$ cat config.mk
export PLATFORM = sky130hd
export DESIGN_NAME = increment_serial
export DESIGN_NICKNAME = d
export VERILOG_FILES = /design/src/rtl/inc_pkg.sv /design/src/rtl/fulladder1.sv /design/src/rtl/increment_serial.sv
export SDC_FILE = /design/constraint.sdc
export NUM_CORES = 1
export LEC_CHECK = 0
export CELL_PAD_IN_SITES_DETAIL_PLACEMENT = 1
export CELL_PAD_IN_SITES_GLOBAL_PLACEMENT = 1
export CORE_AREA = 2 2 47 49
export DETAILED_ROUTE_END_ITERATION = 6
export DIE_AREA = 0 0 49 51
export GPL_ROUTABILITY_DRIVEN = 0
export GPL_TIMING_DRIVEN = 1
export MAX_ROUTING_LAYER = met4
export PLACE_DENSITY = 0.75
export SKIP_CTS_REPAIR_TIMING = 1
export SYNTH_ARGS = -nofsm -noshare
export SYNTH_HDL_FRONTEND = slang
export SYNTH_SLANG_ARGS = --single-unit
export TNS_END_PERCENT = 30
$ cat constraint.sdc
create_clock -name clk -period 1.9 [get_ports clk]
set_clock_uncertainty 0.2 [all_clocks]
set_input_delay 0.57 -clock clk [delete_from_list [all_inputs] [get_ports clk]]
set_output_delay 0.57 -clock clk [all_outputs]
set_load 0.01 [all_outputs]
$ cat src/rtl/inc_pkg.sv
// -----------------------------------------------------------------------------
// inc_pkg
// Shared definitions for the bit-serial incrementer:
//   - inc_state_t        : FSM state encoding (IDLE=0, RUN=1, DONE=2)
//   - INC_WIDTH_DEFAULT  : default operand/result width
//   - INC_IDX_W          : bit counter width for the default width
//   - inc_idx_width()    : bit counter width for an arbitrary width
// No ports (package).
// -----------------------------------------------------------------------------
package inc_pkg;

  typedef enum logic [1:0] {
    IDLE = 2'd0,
    RUN  = 2'd1,
    DONE = 2'd2
  } inc_state_t;

  localparam int INC_WIDTH_DEFAULT = 4;
  localparam int INC_IDX_W         = $clog2(INC_WIDTH_DEFAULT);

  // The bit counter must index positions 0..width-1. The lower clamp keeps the
  // counter at least one bit wide even for degenerate widths.
  function automatic int inc_idx_width(input int width);
    return (width < 2) ? 1 : $clog2(width);
  endfunction

endpackage

$ cat src/rtl/fulladder1.sv
// -----------------------------------------------------------------------------
// fulladder1
// Purpose: 1-bit full adder slice, reused one bit per clock by the serial
//          incrementer.
// Ports:
//   a, b  in  1  addend bits
//   cin   in  1  carry in
//   sum   out 1  a ^ b ^ cin
//   cout  out 1  carry out
// -----------------------------------------------------------------------------
module fulladder1 (
  input  logic a,
  input  logic b,
  input  logic cin,
  output logic sum,
  output logic cout
);

  assign sum  = a ^ b ^ cin;
  assign cout = (a & b) | (cin & (a ^ b));

endmodule

$ cat src/rtl/increment_serial.sv
// -----------------------------------------------------------------------------
// increment_serial
// Purpose: bit-serial WIDTH-bit incrementer, S = A + 1, with valid/ready
//          handshakes on input and output. One bit is processed per clock
//          through a single fulladder1 slice whose carry-in supplies the +1.
//
// Parameters:
//   WIDTH      operand/result width, legal range 2..16
//
// Ports:
//   clk        in   1      rising-edge clock
//   rst_n      in   1      synchronous active-low reset
//   in_valid   in   1      operand A is valid
//   in_ready   out  1      block can accept an operand (state == IDLE)
//   A          in   WIDTH  operand, sampled only at acceptance
//   out_valid  out  1      result is valid (registered)
//   out_ready  in   1      consumer accepts the result
//   S          out  WIDTH  A + 1 (wrapped or saturated), registered
//   ca_out     out  1      carry out of the MSB, registered
//
// Build option:
//   INC_SATURATE_EN  when defined, an overflowing result is forced to
//                    all-ones (ca_out still flags the overflow). When
//                    undefined the result wraps modulo 2^WIDTH.
//   FSM, latency and handshake are identical in both builds.
// -----------------------------------------------------------------------------
module increment_serial
  import inc_pkg::*;
#(
  parameter int WIDTH = INC_WIDTH_DEFAULT
) (
  input  logic             clk,
  input  logic             rst_n,
  input  logic             in_valid,
  output logic             in_ready,
  input  logic [WIDTH-1:0] A,
  output logic             out_valid,
  input  logic             out_ready,
  output logic [WIDTH-1:0] S,
  output logic             ca_out
);

  localparam int              IDX_W    = inc_idx_width(WIDTH);
  localparam logic [IDX_W-1:0] LAST_IDX = IDX_W'(WIDTH - 1);

  inc_state_t       r_state;
  logic [WIDTH-1:0] r_shift;
  logic             r_carry;
  logic [IDX_W-1:0] r_bit_idx;
  logic             r_out_valid;
  logic [WIDTH-1:0] r_s;
  logic             r_ca;

  logic             w_sum;
  logic             w_cout;
  logic [WIDTH-1:0] w_shift_next;
  logic [WIDTH-1:0] w_s_final;
  logic             w_last;

  // B is constant zero: the initial carry of 1 is the increment.
  fulladder1 u_fa (
    .a    (r_shift[0]),
    .b    (1'b0),
    .cin  (r_carry),
    .sum  (w_sum),
    .cout (w_cout)
  );

  // LSB leaves at the bottom, sum bit enters at the top; after WIDTH shifts
  // the register holds the full result in natural bit order.
  assign w_shift_next = {w_sum, r_shift[WIDTH-1:1]};
  assign w_last       = (r_bit_idx == LAST_IDX);

`ifdef INC_SATURATE_EN
  assign w_s_final = w_cout ? {WIDTH{1'b1}} : w_shift_next;
`else
  assign w_s_final = w_shift_next;
`endif

  always_ff @(posedge clk) begin
    if (!rst_n) begin
      r_state     <= IDLE;
      r_shift     <= '0;
      r_carry     <= 1'b0;
      r_bit_idx   <= '0;
      r_out_valid <= 1'b0;
      r_s         <= '0;
      r_ca        <= 1'b0;
    end else begin
      case (r_state)
        IDLE: begin
          if (in_valid) begin
            r_shift   <= A;
            r_carry   <= 1'b1;
            r_bit_idx <= '0;
            r_state   <= RUN;
          end
        end

        RUN: begin
          r_shift   <= w_shift_next;
          r_carry   <= w_cout;
          r_bit_idx <= r_bit_idx + 1'b1;
          // The output registers are loaded from the final slice outputs so
          // they are valid on the same edge the FSM enters DONE.
          if (w_last) begin
            r_state     <= DONE;
            r_out_valid <= 1'b1;
            r_s         <= w_s_final;
            r_ca        <= w_cout;
          end
        end

        DONE: begin
          if (out_ready) begin
            r_state     <= IDLE;
            r_out_valid <= 1'b0;
          end
        end

        default: begin
          r_state     <= IDLE;
          r_out_valid <= 1'b0;
        end
      endcase
    end
  end

  assign in_ready  = (r_state == IDLE);
  assign out_valid = r_out_valid;
  assign S         = r_s;
  assign ca_out    = r_ca;

endmodule

==> impl_results.md, run 1 <==
* Status: finished, final reports clean
* Final ANT Viol Nets at 0
* Final hold vios at 0
* Die area at 2500 um2
* FF+latch count, synth at 15
* Sequential share of power at 0.559
* Gr ovfl total at 0
* ANT cells at 0
* Fin area at 891 um2
* Crit path required time at 1870 ps
* Tmin final at 1720 ps
* GRT Overall Usage at 0.130
* Syn Std Cell Area at 642 um2
* Net Sw Frac at 0.243
* Hpwl dp at 1120 um
* TritonCTS Sinks at 15
* Static Leak at 0.452 nW
* Ys async rst share at 0
* Vias at 567
* Pin count of the biggest net entering global routing at 9
* Logic pwr share at 0.149
* # port buffers at 14
* DIE WIDTH at 49 um
* Cell area power density at 687 nW/um2
* Post-place instance area at 847 um2
* Worst-path clk slew at 90 ps
* Min-delay worst type: register to register
* Max cap viols at 0
* Number of synthesized flops with an enable pin at 0
* H-tree level count at 1
* Initial antenna violation count at 0
* Nets at 101
* Crit Path Max Fanout at 3
* Psw at 0.000149 W
* Achievable frequency at 581 MHz
* CP startpoint kind: primary input
* Starting DRT DRC Count at 4
* First-pass GRT wire length at 2390 um
* Post-synth cell types at 23
* Core Rows at 17
* Initial Util at 0.311
* I/O Pins at 15
* Layout cells sized above 1 at 0.122
* First-pass detailed-route iteration total at 4
* Area growth syn-to-layout at 38.8%
* Tcrit/Tclk final at 0.906
* Final Slew Violations at 0
* DR WL/cell at 12.0 um
* Clk_lat worst skew at 270 ps
* CTS max path bufs at 2
* YS warnings at 0
* Top_reg_cell synth: dfxtp_1
* Final Setup Violations at 0
* Core ar. at 2060 um2
* DRC Markers at 0
* Syn nets at 80
* Setup TNS at 0 ps
* CP Capture Type: register
* P_int at 0.000463 W
* Root Buffer Master: clkbuf_4
* Crit path kind: primary input to register
* Chip height at 51 um
* Sequential-to-total area share from yosys stat at 0.468
* Clock share of power at 0.292
* Via density per instance at 4.81
* DRT Wirelength at 1410 um
* CTS tree: done
* Cells after synthesis at 70
* Vias in the first global route at 577
* Worst-margin pin slew at 439 ps
* Cells along the critical path: clkdlybuf4s50_1, or3b_4, o221ai_1, nor2_1
* Critical Path AT at 1690 ps
* VDD IR max at 0.000613 V
* Slew headroom at 0.707
* CP max stage delay at 470 ps
* Mean post-synth cell area at 9.17 um2
* RSZ-0062 raised after global routing: no
* Total CTS buffers at 3
* CP max-delay cell: clkdlybuf4s50_1
final timing paths:
check	cells after the start	start	slack, ps	to
min	2	S[1]	260	S[1]
max	4	in_valid	180	r_shift[0]
min reg2reg	2	S[1]	260	S[1]
max reg2reg	4	r_state[0]	460	r_shift[0]
layout by cell type, fill, tap and decap left out, drive strengths merged:
master	Yosys	final
dlymetal6s2s	0	7
nand2	8	8
dfxtp	15	15
o211a	1	1
o221ai	4	4
o221a	1	1
nor2b	1	1
a21oi	1	1
a21boi	8	8
nand2b	4	4
or3b	1	1
nand3b	1	1
clkdlybuf4s50	0	7
ha	2	2
buf	2	5
o21ai	2	2
o21ba	1	1
o22ai	1	1
and3	1	1
inv	2	2
nand3	5	5
nor2	8	8
clkbuf	1	4
cell usage after synthesis, types with 2 or more instances:
cell,count,share of area
o221ai_1,4,0.055
a21boi_1,6,0.070
nor2_1,8,0.047
nand2b_1,4,0.039
o21ai_0,2,0.016
ha_1,2,0.039
nand3_1,5,0.039
inv_1,2,0.012
dfxtp_1,15,0.47
a21boi_0,2,0.023
nand2_1,8,0.047
flip-flops by register name, summed over array words and instances, names as in the netlist:
signal     count
out_valid      1
r_state        2
r_carry        1
ca_out         1
r_shift        4
r_bit_idx      2
S              4
power by group through the flow:
stage,registers (W),logic (W),clock network [W]
after floorplan,0.000346,0.0000551,0
after global placement,0.000349,0.0000889,0
after detailed placement,0.000349,0.0000929,0
after CTS,0.000342,0.0000933,0.000184
after global routing,0.000344,0.000102,0.000198
final,0.000342,0.0000909,0.000179
cell type report:
class	count	area [um2]
Fill cell	254	1170
Multi-Input combinational cell	50	314
Sequential cell	15	300
Timing Repair Buffer	19	208
Tap cell	28	35.0
Clock buffer	4	26.3
Inverter	2	7.51
metrics by stage:
step	power [W]	hold WS (ps)	utilization	cells	worst slack, ps
4_1_cts	0.000620	269	0.423	118	-95.4
6_report	0.000612	260	0.432	118	178
2_1_floorplan	0.000401	245	-	70	431
3_5_place_dp	0.000442	256	0.411	114	-133
3_3_place_gp	0.000438	247	0.411	114	-80.9
5_1_grt	0.000644	284	0.432	118	132
layer usage:
layer,GRT usage,part of all wire,up-vias
met5,-,0,-
met4,0.0714,0.018,0
met3,0.0292,0.028,2
met2,0.231,0.51,8
met1,0.135,0.45,268
li1,-,-,289
cell families (layout without fill, tap and decap cells):
family                   after synthesis  count (layout)  synth area share
AO/OA/AOI/OAI                         19              19             0.230
adder cells (fa/ha/maj)                2               2            0.0390
buffers and inverters                  5              25            0.0429
flip-flops                            15              15             0.468
AND/OR/NAND/NOR                       29              29             0.220
critical path: cells and delay by family:
kind / cells / cell delay, ps
and+or+nand+nor: 2 / 470
buffers and inverters: 1 / 470
AOI/OAI and AO/OA: 1 / 180
(Power assumes the default switching activity.)
==> run 2, diff against run 1 <==
--- a/config.mk
+++ b/config.mk
@@ -13,9 +13,10 @@
 export GPL_ROUTABILITY_DRIVEN = 0
 export GPL_TIMING_DRIVEN = 1
 export MAX_ROUTING_LAYER = met4
-export PLACE_DENSITY = 0.75
+export PLACE_DENSITY = 0.74
 export SKIP_CTS_REPAIR_TIMING = 1
 export SYNTH_ARGS = -nofsm -noshare
 export SYNTH_HDL_FRONTEND = slang
+export SYNTH_HIERARCHICAL = 1
 export SYNTH_SLANG_ARGS = --single-unit
 export TNS_END_PERCENT = 30
==> impl_results.md, run 2 <==
* Status: finished, final reports clean
* VDD IR max at 0.000397 V (-35%)
* Hold Path Depth at 2 (unchanged)
* Max cap viols at 0 (unchanged)
* DR WL/cell at 12.5 um (+4.3%)
* CTS max path bufs at 2 (unchanged)
* Vias at 524 (-7.6%)
* Total CTS buffers at 3 (unchanged)
* Static Leak at 0.472 nW (+4.4%)
* Area growth syn-to-layout at 34.9%
* Final hold vios at 0 (unchanged)
* Final Slew Violations at 0 (unchanged)
* DRC Markers at 0 (unchanged)
* Crit Path Max Fanout at 3 (unchanged)
* GRT Overall Usage at 0.134 (+0.00406)
* YS warnings at 6 (+6)
* Post-layout power at 0.000619 W (+1.1%)
* Core ar. at 2060 um2 (unchanged)
* First-pass detailed-route iteration total at 4 (unchanged)
* CP startpoint kind: primary input
* Layout cells sized above 1 at 0.143 (+0.0206)
* Post-synth cell types at 24 (+4.3%)
* Syn Std Cell Area at 652 um2 (+1.6%)
* ANT cells at 0 (unchanged)
* Clk_lat worst skew at 290 ps (+20 ps)
* Min-delay worst type: register to register
* Cells on worst reg2reg path at 3 (-1)
* H-tree level count at 1 (unchanged)
* Mean post-synth cell area at 10.0 um2 (+9.4%)
* Commonest non-fill, non-tap cell in the layout: dfxtp_1
* Ys async rst share at 0 (unchanged)
* Vias in the first global route at 545 (-5.5%)
* Initial Util at 0.316 (+0.00485)
* Cell area power density at 704 nW/um2 (+2.4%)
* Core Rows at 17 (unchanged)
* First-pass GRT wire length at 2360 um (-1.2%)
* Critical Path AT at 1730 ps (+40 ps)
* CTS tree: done
* Number of synthesized flops with an enable pin at 0 (unchanged)
* I/O Pins at 15 (unchanged)
* Crit path kind: primary input to register
* PnR worst setup slack at 158 ps (-20.0 ps)
* Via density per instance at 4.68 (-2.6%)
* Pin count of the biggest net entering global routing at 12 (+3)
* Chip height at 51 um (unchanged)
* Top_reg_cell synth: dfxtp_1
* Nets at 95 (-5.9%)
* Gr ovfl total at 0 (unchanged)
* TritonCTS Sinks at 15 (unchanged)
* Cells after synthesis at 65 (-7.1%)
* Initial antenna violation count at 0 (unchanged)
* Sequential-to-total area share from yosys stat at 0.461 (-0.00718)
* DRT Wirelength at 1400 um (-0.99%)
* Commonest cells in the netlist: dfxtp_1 (15), nor2_1 (8), mux2i_1 (6)
* FF+latch count, synth at 15 (unchanged)
* Hpwl dp at 1030 um (-7.8%)
* Tcrit/Tclk final at 0.917 (+0.0106)
* Achievable frequency at 574 MHz (-1.2%)
* Post-synth top area share at 0.461 (-0.00718)
* Most frequent cell after synthesis: dfxtp_1
* Final ANT Viol Nets at 0 (unchanged)
* Area contributors post-synth: dfxtp_1 (46%), mux2i_1 (9.2%), o221ai_1 (5.4%), nor2b_1 (4.8%), nor2_1 (4.6%)
* Crit path required time at 1890 ps (+20 ps)
* Post-synth top area cell: dfxtp_1
* Commonest non-fill, non-tap cells in the layout: dfxtp_1 (14), nor2_1 (8), clkdlybuf4s50_1 (7), dlymetal6s2s_1 (7), mux2i_1 (6)
* RSZ-0062 raised after global routing: no
* Syn nets at 75 (-6.3%)
* Root Buffer Master: clkbuf_4
* CP Capture Type: register
* DIE WIDTH at 49 um (unchanged)
* Die area at 2500 um2 (unchanged)
* Tmin final at 1740 ps (+20.0 ps)
* Starting DRT DRC Count at 3 (-1)
* # port buffers at 14 (unchanged)
* Pre-CTS setup slack at -160 ps (-26.9 ps)
* Worst-path clk slew at 90 ps (about the same)
* Final Setup Violations at 0 (unchanged)
## run 2: worst paths after layout
path | startpoint | end | slack [ps]
max | in_valid | r_shift[2] | 160
min | out_valid | out_valid | 290
max reg2reg | r_shift[0] | r_shift[3] | 430
min reg2reg | out_valid | out_valid | 290
## run 2: area by class of cell
cell class / instances / area [um2]
fill: 246 / 1180
multi-input combinational: 44 / 322
sequential: 15 / 302
timing repair buffer: 17 / 180
tap: 28 / 35.0
clock buffer: 4 / 26.3
inverter: 4 / 15.0
## run 2: per-layer routing
metal  track usage  wire (um)
met1         0.134        623
met2         0.233        678
met3        0.0380         65
met4        0.0857         29
met5             -          0
## run 2: cell families after synthesis
logic type | Yosys count | synth area share
adder cells (fa/ha/maj) | 2 | 0.0499
buffers and inverters | 6 | 0.0461
other | 1 | 0.00575
AND/OR/NAND/NOR | 22 | 0.196
AO/OA/AOI/OAI | 13 | 0.150
flip-flops | 15 | 0.461
multiplexers | 6 | 0.0921
## run 2: power by group
| part | internal [W] | switching (W) |
|---|---|---|
| Clock | 0.0000817 | 0.000106 |
| Combinational | 0.0000498 | 0.0000390 |
| Sequential | 0.000330 | 0.0000125 |
## run 2: through the flow
step	std cells	TNS [ps]	cell area (um2)	hold slack (ps)	utilization
after floorplan	65	0	652	262	-
after global placement	108	-619	835	275	0.404
after detailed placement	108	-769	835	284	0.404
after CTS	112	-427	861	297	0.417
after global routing	112	0	880	326	0.426
final	112	0	880	288	0.426
## run 2: worst max-delay path, stage by stage
cell             delay, ps
clkdlybuf4s50_1        500
or3b_4                 400
o221ai_1               190
nor2_1                  70
